File: src/rtl/rv32i_types.sv
// rtl/rv32i_types.sv - shared core types: CDB broadcast record and CDB requester indices
package rv32i_types;

  localparam int CDB_NUM_REQ  = 4;
  localparam int CDB_PR_BITS  = 6;
  localparam int CDB_ROB_BITS = 5;

  // Requester slots on the common data bus
  localparam int CDB_REQ_BR  = 0;
  localparam int CDB_REQ_ALU = 1;
  localparam int CDB_REQ_MUL = 2;
  localparam int CDB_REQ_LSU = 3;

  typedef struct packed {
    logic                    valid;
    logic [CDB_PR_BITS-1:0]  pd;
    logic [4:0]              rd_s;
    logic [CDB_ROB_BITS-1:0] rob_idx;
    logic [31:0]             data;
    logic                    regf_we;
  } cdb_t;

endpackage

File: src/rtl/rr_arbiter.sv
// rtl/rr_arbiter.sv - combinational rotate-priority grant starting at a pointer
module rr_arbiter #(
  parameter int N = 4,
  parameter int W = $clog2(N)
) (
  input  logic [N-1:0] req,
  input  logic [W-1:0] ptr,
  output logic [N-1:0] grant,
  output logic [W-1:0] idx,
  output logic         any
);

  // Walk ptr, ptr+1, ... modulo N and take the first requester found
  always_comb begin
    logic [W:0]   sum;
    logic [W-1:0] pos;
    grant = '0;
    idx   = '0;
    any   = 1'b0;
    sum   = '0;
    pos   = '0;
    for (int k = 0; k < N; k++) begin
      sum = {1'b0, ptr} + (W+1)'(k);
      if (sum >= (W+1)'(N)) begin
        sum = sum - (W+1)'(N);
      end
      pos = sum[W-1:0];
      if (!any && req[pos]) begin
        grant[pos] = 1'b1;
        idx        = pos;
        any        = 1'b1;
      end
    end
  end

endmodule

File: src/rtl/cdb_arbiter.sv
// rtl/cdb_arbiter.sv - round-robin common data bus arbiter, optional perf counters under CDB_PERF_EN
module cdb_arbiter
  import rv32i_types::*;
#(
  parameter int NUM_REQ  = CDB_NUM_REQ,
  parameter int PR_BITS  = CDB_PR_BITS,
  parameter int ROB_BITS = CDB_ROB_BITS
) (
  input  logic                          clk,
  input  logic                          rst,
  input  logic                          flush,
  input  logic [NUM_REQ-1:0]            req_valid,
  output logic [NUM_REQ-1:0]            req_ready,
  input  logic [NUM_REQ*PR_BITS-1:0]    req_pd,
  input  logic [NUM_REQ*5-1:0]          req_rd_s,
  input  logic [NUM_REQ*ROB_BITS-1:0]   req_rob_idx,
  input  logic [NUM_REQ*32-1:0]         req_data,
  input  logic [NUM_REQ-1:0]            req_regf_we,
  output logic                          cdb_valid,
  output logic [PR_BITS-1:0]            cdb_pd,
  output logic [4:0]                    cdb_rd_s,
  output logic [ROB_BITS-1:0]           cdb_rob_idx,
  output logic [31:0]                   cdb_data,
  output logic                          cdb_regf_we,
  output logic [$clog2(NUM_REQ)-1:0]    cdb_src
`ifdef CDB_PERF_EN
  ,
  output logic [NUM_REQ*32-1:0]         perf_stall_cnt,
  output logic [31:0]                   perf_bcast_cnt
`endif
);

  localparam int SRC_BITS = $clog2(NUM_REQ);

  logic [NUM_REQ-1:0]  req_eligible;
  logic [NUM_REQ-1:0]  grant;
  logic [SRC_BITS-1:0] grant_idx;
  logic                grant_any;
  logic [SRC_BITS-1:0] rr_ptr;
  logic [SRC_BITS-1:0] rr_ptr_next;
  cdb_t                cdb_q;
  cdb_t                cdb_next;
  logic [SRC_BITS-1:0] src_q;

  logic [PR_BITS-1:0]  pd_arr   [NUM_REQ];
  logic [4:0]          rd_arr   [NUM_REQ];
  logic [ROB_BITS-1:0] rob_arr  [NUM_REQ];
  logic [31:0]         data_arr [NUM_REQ];

  for (genvar g = 0; g < NUM_REQ; g++) begin : g_unpack
    assign pd_arr[g]   = req_pd[g*PR_BITS +: PR_BITS];
    assign rd_arr[g]   = req_rd_s[g*5 +: 5];
    assign rob_arr[g]  = req_rob_idx[g*ROB_BITS +: ROB_BITS];
    assign data_arr[g] = req_data[g*32 +: 32];
  end

  // Reset and flush both suppress any grant in the current cycle
  assign req_eligible = req_valid & {NUM_REQ{~(rst | flush)}};

  rr_arbiter #(
    .N (NUM_REQ),
    .W (SRC_BITS)
  ) u_rr (
    .req   (req_eligible),
    .ptr   (rr_ptr),
    .grant (grant),
    .idx   (grant_idx),
    .any   (grant_any)
  );

  assign req_ready = grant;

  // Next pointer is one past the winner, wrapping at the last requester
  assign rr_ptr_next = (grant_idx == SRC_BITS'(NUM_REQ-1)) ? '0 : grant_idx + SRC_BITS'(1);

  // Select the winner's payload; an x0 destination never writes the register file
  always_comb begin
    cdb_next         = '0;
    cdb_next.valid   = 1'b1;
    cdb_next.pd      = pd_arr[grant_idx];
    cdb_next.rd_s    = rd_arr[grant_idx];
    cdb_next.rob_idx = rob_arr[grant_idx];
    cdb_next.data    = data_arr[grant_idx];
    cdb_next.regf_we = req_regf_we[grant_idx] & (rd_arr[grant_idx] != 5'd0);
  end

  // Broadcast register and round-robin pointer; idle cycles keep the payload
  always_ff @(posedge clk) begin
    if (rst) begin
      cdb_q  <= '0;
      src_q  <= '0;
      rr_ptr <= '0;
    end else if (grant_any) begin
      cdb_q  <= cdb_next;
      src_q  <= grant_idx;
      rr_ptr <= rr_ptr_next;
    end else begin
      cdb_q.valid <= 1'b0;
    end
  end

  assign cdb_valid   = cdb_q.valid;
  assign cdb_pd      = cdb_q.pd;
  assign cdb_rd_s    = cdb_q.rd_s;
  assign cdb_rob_idx = cdb_q.rob_idx;
  assign cdb_data    = cdb_q.data;
  assign cdb_regf_we = cdb_q.regf_we;
  assign cdb_src     = src_q;

`ifdef CDB_PERF_EN
  logic [31:0] stall_q [NUM_REQ];
  logic [31:0] bcast_q;

  // Saturating per-requester stall counters and broadcast counter; only reset clears them
  always_ff @(posedge clk) begin
    if (rst) begin
      for (int i = 0; i < NUM_REQ; i++) begin
        stall_q[i] <= '0;
      end
      bcast_q <= '0;
    end else begin
      for (int i = 0; i < NUM_REQ; i++) begin
        if (req_valid[i] && !req_ready[i] && (stall_q[i] != 32'hFFFF_FFFF)) begin
          stall_q[i] <= stall_q[i] + 32'd1;
        end
      end
      if (cdb_q.valid && (bcast_q != 32'hFFFF_FFFF)) begin
        bcast_q <= bcast_q + 32'd1;
      end
    end
  end

  for (genvar g = 0; g < NUM_REQ; g++) begin : g_perf
    assign perf_stall_cnt[g*32 +: 32] = stall_q[g];
  end
  assign perf_bcast_cnt = bcast_q;
`endif

endmodule

File: config.mk
export PLATFORM = sky130hd
export DESIGN_NAME = cdb_arbiter
export DESIGN_NICKNAME = d
export VERILOG_FILES = /design/src/rtl/rv32i_types.sv /design/src/rtl/rr_arbiter.sv /design/src/rtl/cdb_arbiter.sv
export SDC_FILE = /design/constraint.sdc
export NUM_CORES = 1
export LEC_CHECK = 0
export CORE_MARGIN = 5
export CORE_UTILIZATION = 35
export CTS_CLUSTER_DIAMETER = 50
export DETAILED_ROUTE_END_ITERATION = 8
export PLACE_DENSITY = 0.85
export SLEW_MARGIN = 20
export SYNTH_ARGS = -nofsm -noshare
export SYNTH_HDL_FRONTEND = slang
export SYNTH_HIERARCHICAL = 1
export SYNTH_SLANG_ARGS = --single-unit
File: constraint.sdc
create_clock -name clk -period 5.3 [get_ports clk]
set_input_delay 1.325 -clock clk [delete_from_list [all_inputs] [get_ports clk]]
set_output_delay 1.325 -clock clk [all_outputs]
set_load 0.02 [all_outputs]
Word level (Yosys, flattened, before mapping):

Index checks and enable logic that the tools add are counted.

* flip-flop bits (word level): 54
* output and inout bits: 56
* logic and storage cells: 98

* add/subtract/negate cells: 8
* order comparisons: 14
* equality and inequality tests: 1
* mux-type cells: 48
* bitwise logic cells: 8
* reduce and logical (&&, ||, !) cells: 11

Operator list (count)
* $bmux 32 s2: 1
* $mux 32: 2
* $bmux 5 s2: 2
* $mux 5: 4
* $mux 2: 9
* $mux 4: 4
* $lt 2x3->1 const B: 5
* $mux 1: 14
* $bmux 6 s2: 1
* $ge 3x3->1 const B: 4
* $mux 6: 2
* $or 4x4->4: 3
* $bmux 1 s2: 5
* $demux 1 s2: 4
* $ge 2x1->1 const B: 4
* $sub 2x1->2 const B: 4
* $logic_and 1x1->1: 7
* $add 2x2->3 const B: 2
* $reduce_bool 5->1: 1
* $and 4x4->4: 1
* $add 2x1->3 const B: 1
* $ge 2x3->1 const B: 1
* $logic_not 1->1: 3
* $not 2->3: 1
* 5 further kinds: 5

Logic depth before layout (Yosys ltp):

* depth after elaboration: 21
* mapped depth: 13
* depth with buffers taken out: 10

By module:

The synthesis kept the hierarchy.

Modules (own cells, without submodules)
* cdb_arbiter: instances 1, cells an instance 248, area an instance 3123.0 µm², sequential area each 1081.0 µm²
* rr_arbiter: instances 1, cells an instance 45, area an instance 419.2 µm², sequential area each 0.0 µm²

Worst setup path before layout:

OpenSTA, ideal clock, no wires.

* path type: in2out
* from: input port rst
* to: output port req_ready[3]
* data arrival time: 3.257 ns
* required time: 3.975 ns
* setup slack: 0.718 ns
* cell stages on the path: 8
* path through: clkbuf_1 > nor2_1 > and2_1 > mux4_2 > buf_6 > and2b_2 > a22oi_1 > o21ai_0

* cells in the longest elaborated chain, start to end: 15
* elaborated cells on any way between the ends: 27

Ends and longest elaborated chain
* start, declared: RTL line cdb_arbiter.sv:10 `input logic rst,`
* $or 1x1->1 (*): RTL line cdb_arbiter.sv:58 `assign req_eligible = req_valid & {NUM_REQ{~(rst | flush)}};`
* $not 1->1 (*): RTL line cdb_arbiter.sv:58
* $and 4x4->4 (*): RTL line cdb_arbiter.sv:58
* net req_eligible[2]: RTL line cdb_arbiter.sv:35 `logic [NUM_REQ-1:0] req_eligible;`
* $bmux 1 s2: RTL line rr_arbiter.sv:28 `if (!any && req[pos]) begin`
* $mux 1 (not written as such): RTL line rr_arbiter.sv:28
* $mux 1: RTL line rr_arbiter.sv:28
* $logic_not 1->1: RTL line rr_arbiter.sv:28
* $logic_and 1x1->1: RTL line rr_arbiter.sv:28
* $mux 1: RTL line rr_arbiter.sv:28
* $logic_not 1->1: RTL line rr_arbiter.sv:28
* $logic_and 1x1->1: RTL line rr_arbiter.sv:28
* $mux 1: RTL line rr_arbiter.sv:28
* $logic_not 1->1: RTL line rr_arbiter.sv:28
* $logic_and 1x1->1: RTL line rr_arbiter.sv:28
* $mux 4 (*): RTL line rr_arbiter.sv:28
* end, declared: RTL line cdb_arbiter.sv:13 `output logic [NUM_REQ-1:0] req_ready,`

Mark *: on every way through the listed nets, which the timed path passes. The rest lies on a longest branch. The select of a mux whose other input is x is not followed.

Worst setup path in the final report:

* from: input port flush
* to: output port req_ready[3]

* cells in the longest elaborated chain, start to end: 15
* elaborated cells on any way between the ends: 27

Ends and longest elaborated chain
* start, declared: RTL line cdb_arbiter.sv:11 `input logic flush,`
* $or 1x1->1 (*): RTL line cdb_arbiter.sv:58
* $not 1->1 (*): RTL line cdb_arbiter.sv:58
* $and 4x4->4 (*): RTL line cdb_arbiter.sv:58
* net req_eligible[2]: RTL line cdb_arbiter.sv:35
* $bmux 1 s2: RTL line rr_arbiter.sv:28
* $mux 1 (not written as such): RTL line rr_arbiter.sv:28
* $mux 1: RTL line rr_arbiter.sv:28
* $logic_not 1->1: RTL line rr_arbiter.sv:28
* $logic_and 1x1->1: RTL line rr_arbiter.sv:28
* $mux 1: RTL line rr_arbiter.sv:28
* $logic_not 1->1: RTL line rr_arbiter.sv:28
* $logic_and 1x1->1: RTL line rr_arbiter.sv:28
* $mux 1: RTL line rr_arbiter.sv:28
* $logic_not 1->1: RTL line rr_arbiter.sv:28
* $logic_and 1x1->1: RTL line rr_arbiter.sv:28
* $mux 4 (*): RTL line rr_arbiter.sv:28

Marked as above.

==> results.json <==
{
  "final_area_sq_um": 6364,
  "p_total_mw": 2.900,
  "h-tree-depth": 2,
  "wl_mm": 13.53,
  "yosysTopAreaCell": "mux4_2",
  "pre_cts_slack_ps": 30.47,
  "place_area_sq_um": 6255,
  "gp_congestion": 0.9708,
  "track_usage_pct": 21.26,
  "viasPerCell": 5.177,
  "dr.pass1.iters": 4,
  "p_per_area_nw_per_um2": 455.7,
  "initial_core_util_pct": 36.07,
  "synthFlopType": "dfxtp_1",
  "p_int_mw": 1.739,
  "synth.distinct_cells": 32,
  "leakage_nw": 2.430,
  "max_slew_margin_pct": 55.47,
  "place_hpwl_mm": 11.20,
  "syn_inst": 293,
  "synthArstFlopShare_pct": 0,
  "seq_area_frac_synth_pct": 30.52,
  "grt_pass1_vias": 3868,
  "synth_top_area_share_pct": 31.16,
  "grt_overflow": 0,
  "chipWidth_um": 110.6,
  "cts_sinks": 54,
  "setup_slack_ps": 247.2,
  "maxCapViolations": 0,
  "timing.final.hold_violations": 0,
  "finalClockSkew_ps": 9.458,
  "max_freq_mhz": 197.9,
  "worstSetupPathType": "in2out",
  "avgSynthCellArea_sq_um": 12.09,
  "wl_per_cell_um": 19.93,
  "critical-path-slowest-cell": "mux4_2",
  "cp-end-kind": "output pin",
  "worstPathArrival_ps": 3730,
  "pin_count": 259,
  "cts_buffer_depth": 2,
  "die_h_um": 110.6,
  "clock_latency_ps": 300,
  "finalSetupViolCount": 0,
  "ant_nets": 0,
  "clkPwrFrac_pct": 7.5,
  "hp-class": "reg2reg",
  "drtIter0Drc": 175,
  "final_common_cell": "clkdlybuf4s50_1",
  "final_cell_mix": "clkdlybuf4s50_1, nor2_1, dfxtp_1",
  "min_period_over_period_pct": 95.34,
  "cp_common_cell": "buf_4",
  "synthesis.nets": 502,
  "synth-edff-count": 0,
  "dieArea_sq_um": 12230,
  "path_clk_slew_ps": 90,
  "yosys_register_bits": 54,
  "route.vias.total": 3515,
  "numCtsBuffers": 5,
  "cp_max_fo": 10,
  "cp-start-kind": "input port",
  "core.rowCount": 36,
  "grt_max_degree": 55,
  "nets": 755,
  "fin_crit_ps": 5053,
  "maxSlewViolCount": 0,
  "rsz0062_at_grt": "no",
  "antenna_cells": 0,
  "r2r_cells": 9,
  "p_sw_mw": 1.161,
  "antenna_found_initial": 0,
  "max_slew.worst_pin.slew_ps": 667.0,
  "cts_tree": "built",
  "crit_chain": "clkdlybuf4s50_1, nor2_1, and2_1, mux4_2, nor4b_4, buf_4, buf_4, a22oi_1, o21ai_0, dlymetal6s2s_1",
  "yosysWarnings": 6,
  "synth_area_leaders": "mux4_2, dfxtp_1, mux2i_1",
  "status": "complete, no violations",
  "drc": 0,
  "drive_above_1_share_pct": 14.10,
  "io_buffers": 258,
  "worstHoldPathCells": 2,
  "core_area_sq_um": 9819,
  "power_frac_seq_pct": 24.7,
  "ir_drop_mv": 0.1891,
  "p_sw_share_pct": 40.02,
  "grt_pass1_wl_mm": 20.92,
  "syn_area_sq_um": 3542,
  "cpPeakStageDelay_ps": 620,
  "power_frac_comb_pct": 67.8,
  "required_ps": 3970,
  "root_buffer": "clkbuf_8",
  "synthToLayoutAreaGrowth_pct": 79.65,
  "timing.hold.ws_ps": 498.6,
  "tns_ps": 0
}
[worst max-delay path: cells and delay by family]
kind                   cells  cell delay (ps)
muxes                      1              620
buffers and inverters      4              970
AOI/OAI and AO/OA          2              130
and+or+nand+nor            3              680
[path summary, 6_finish.rpt]
check | startpoint | to | slack, ps
setup / recovery | flush | req_ready[3] | 250
hold / removal | cdb_data[6]$_SDFFE_PP0P_ | cdb_data[6]$_SDFFE_PP0P_ | 500
setup reg to reg | rr_ptr[0]$_SDFFE_PP0P_ | cdb_pd[2]$_SDFFE_PP0P_ | 1380
hold reg to reg | cdb_data[6]$_SDFFE_PP0P_ | cdb_data[6]$_SDFFE_PP0P_ | 500
[sequential cells by signal, indices dropped and copies added, names as in the netlist]
register / count
cdb_data: 32
cdb_pd: 6
cdb_rd_s: 5
cdb_regf_we: 1
cdb_rob_idx: 5
cdb_src: 2
cdb_valid: 1
rr_ptr: 2
[through the flow]
stage / util, % / instances
2_1_floorplan: - / 293
3_3_place_gp: 63.70 / 669
3_5_place_dp: 63.70 / 669
4_1_cts: 64.48 / 676
5_1_grt: 64.81 / 679
6_report: 64.81 / 679
[per-layer routing]
layer / global-route usage [%] / part of all wire, % / vias to the layer above
met5: 0 / 0 / -
met4: 2.709 / 0.75 / 0
met3: 6.400 / 7.9 / 10
met2: 40.78 / 55 / 192
met1: 23.52 / 37 / 1685
li1: - / - / 1628
[power by group through the flow]
stage	Combinational, mW	Sequential (mW)	Clock (mW)
2_1_floorplan	0.986	0.938	0
3_3_place_gp	1.94	0.710	0
3_5_place_dp	1.98	0.722	0
4_1_cts	1.99	0.717	0.231
5_1_grt	2.10	0.744	0.248
6_report	1.97	0.717	0.218
[cells in the mapped netlist, drive strengths merged (2+ instances only)]
cell	number
a21oi	3
a22oi	8
and2	4
buf	18
clkbuf	8
dfxtp	54
ha	6
inv	5
mux2	4
mux2i	53
mux4	51
nand2	2
nor2	54
nor2b	4
o211ai	2
o21ai	5
o22ai	2
o311ai	3
[area by class of cell]
type                    count  area, sq um
repair buffers            272         2705
clock buffers               7        76.32
well taps                 133        166.4
flip-flops and latches     54         1081
inverters                   5        18.77
fillers                   810         3456
multi-input cells         208         2316
[cells by family (layout without fill, tap and decap cells)]
logic type      count (synthesis)  after routing  share of synthesized area (%)
mux                           108            108                          48.89
buf+inv                        31            284                          4.733
compound gates                 25             25                          4.981
simple gates                   69             69                          8.760
fa+ha+maj                       6              6                          2.119
flops                          54             54                          30.52
[what timing repair did]
item / CTS / global route
hold buffers: 0 / 0
endpoints found under the hold margin: 0 / 0
gates resized for setup: 0 / 4
endpoints found under the setup margin: 0 / 4
buffers inserted: 0 / 3
(Power assumes the default switching activity.)
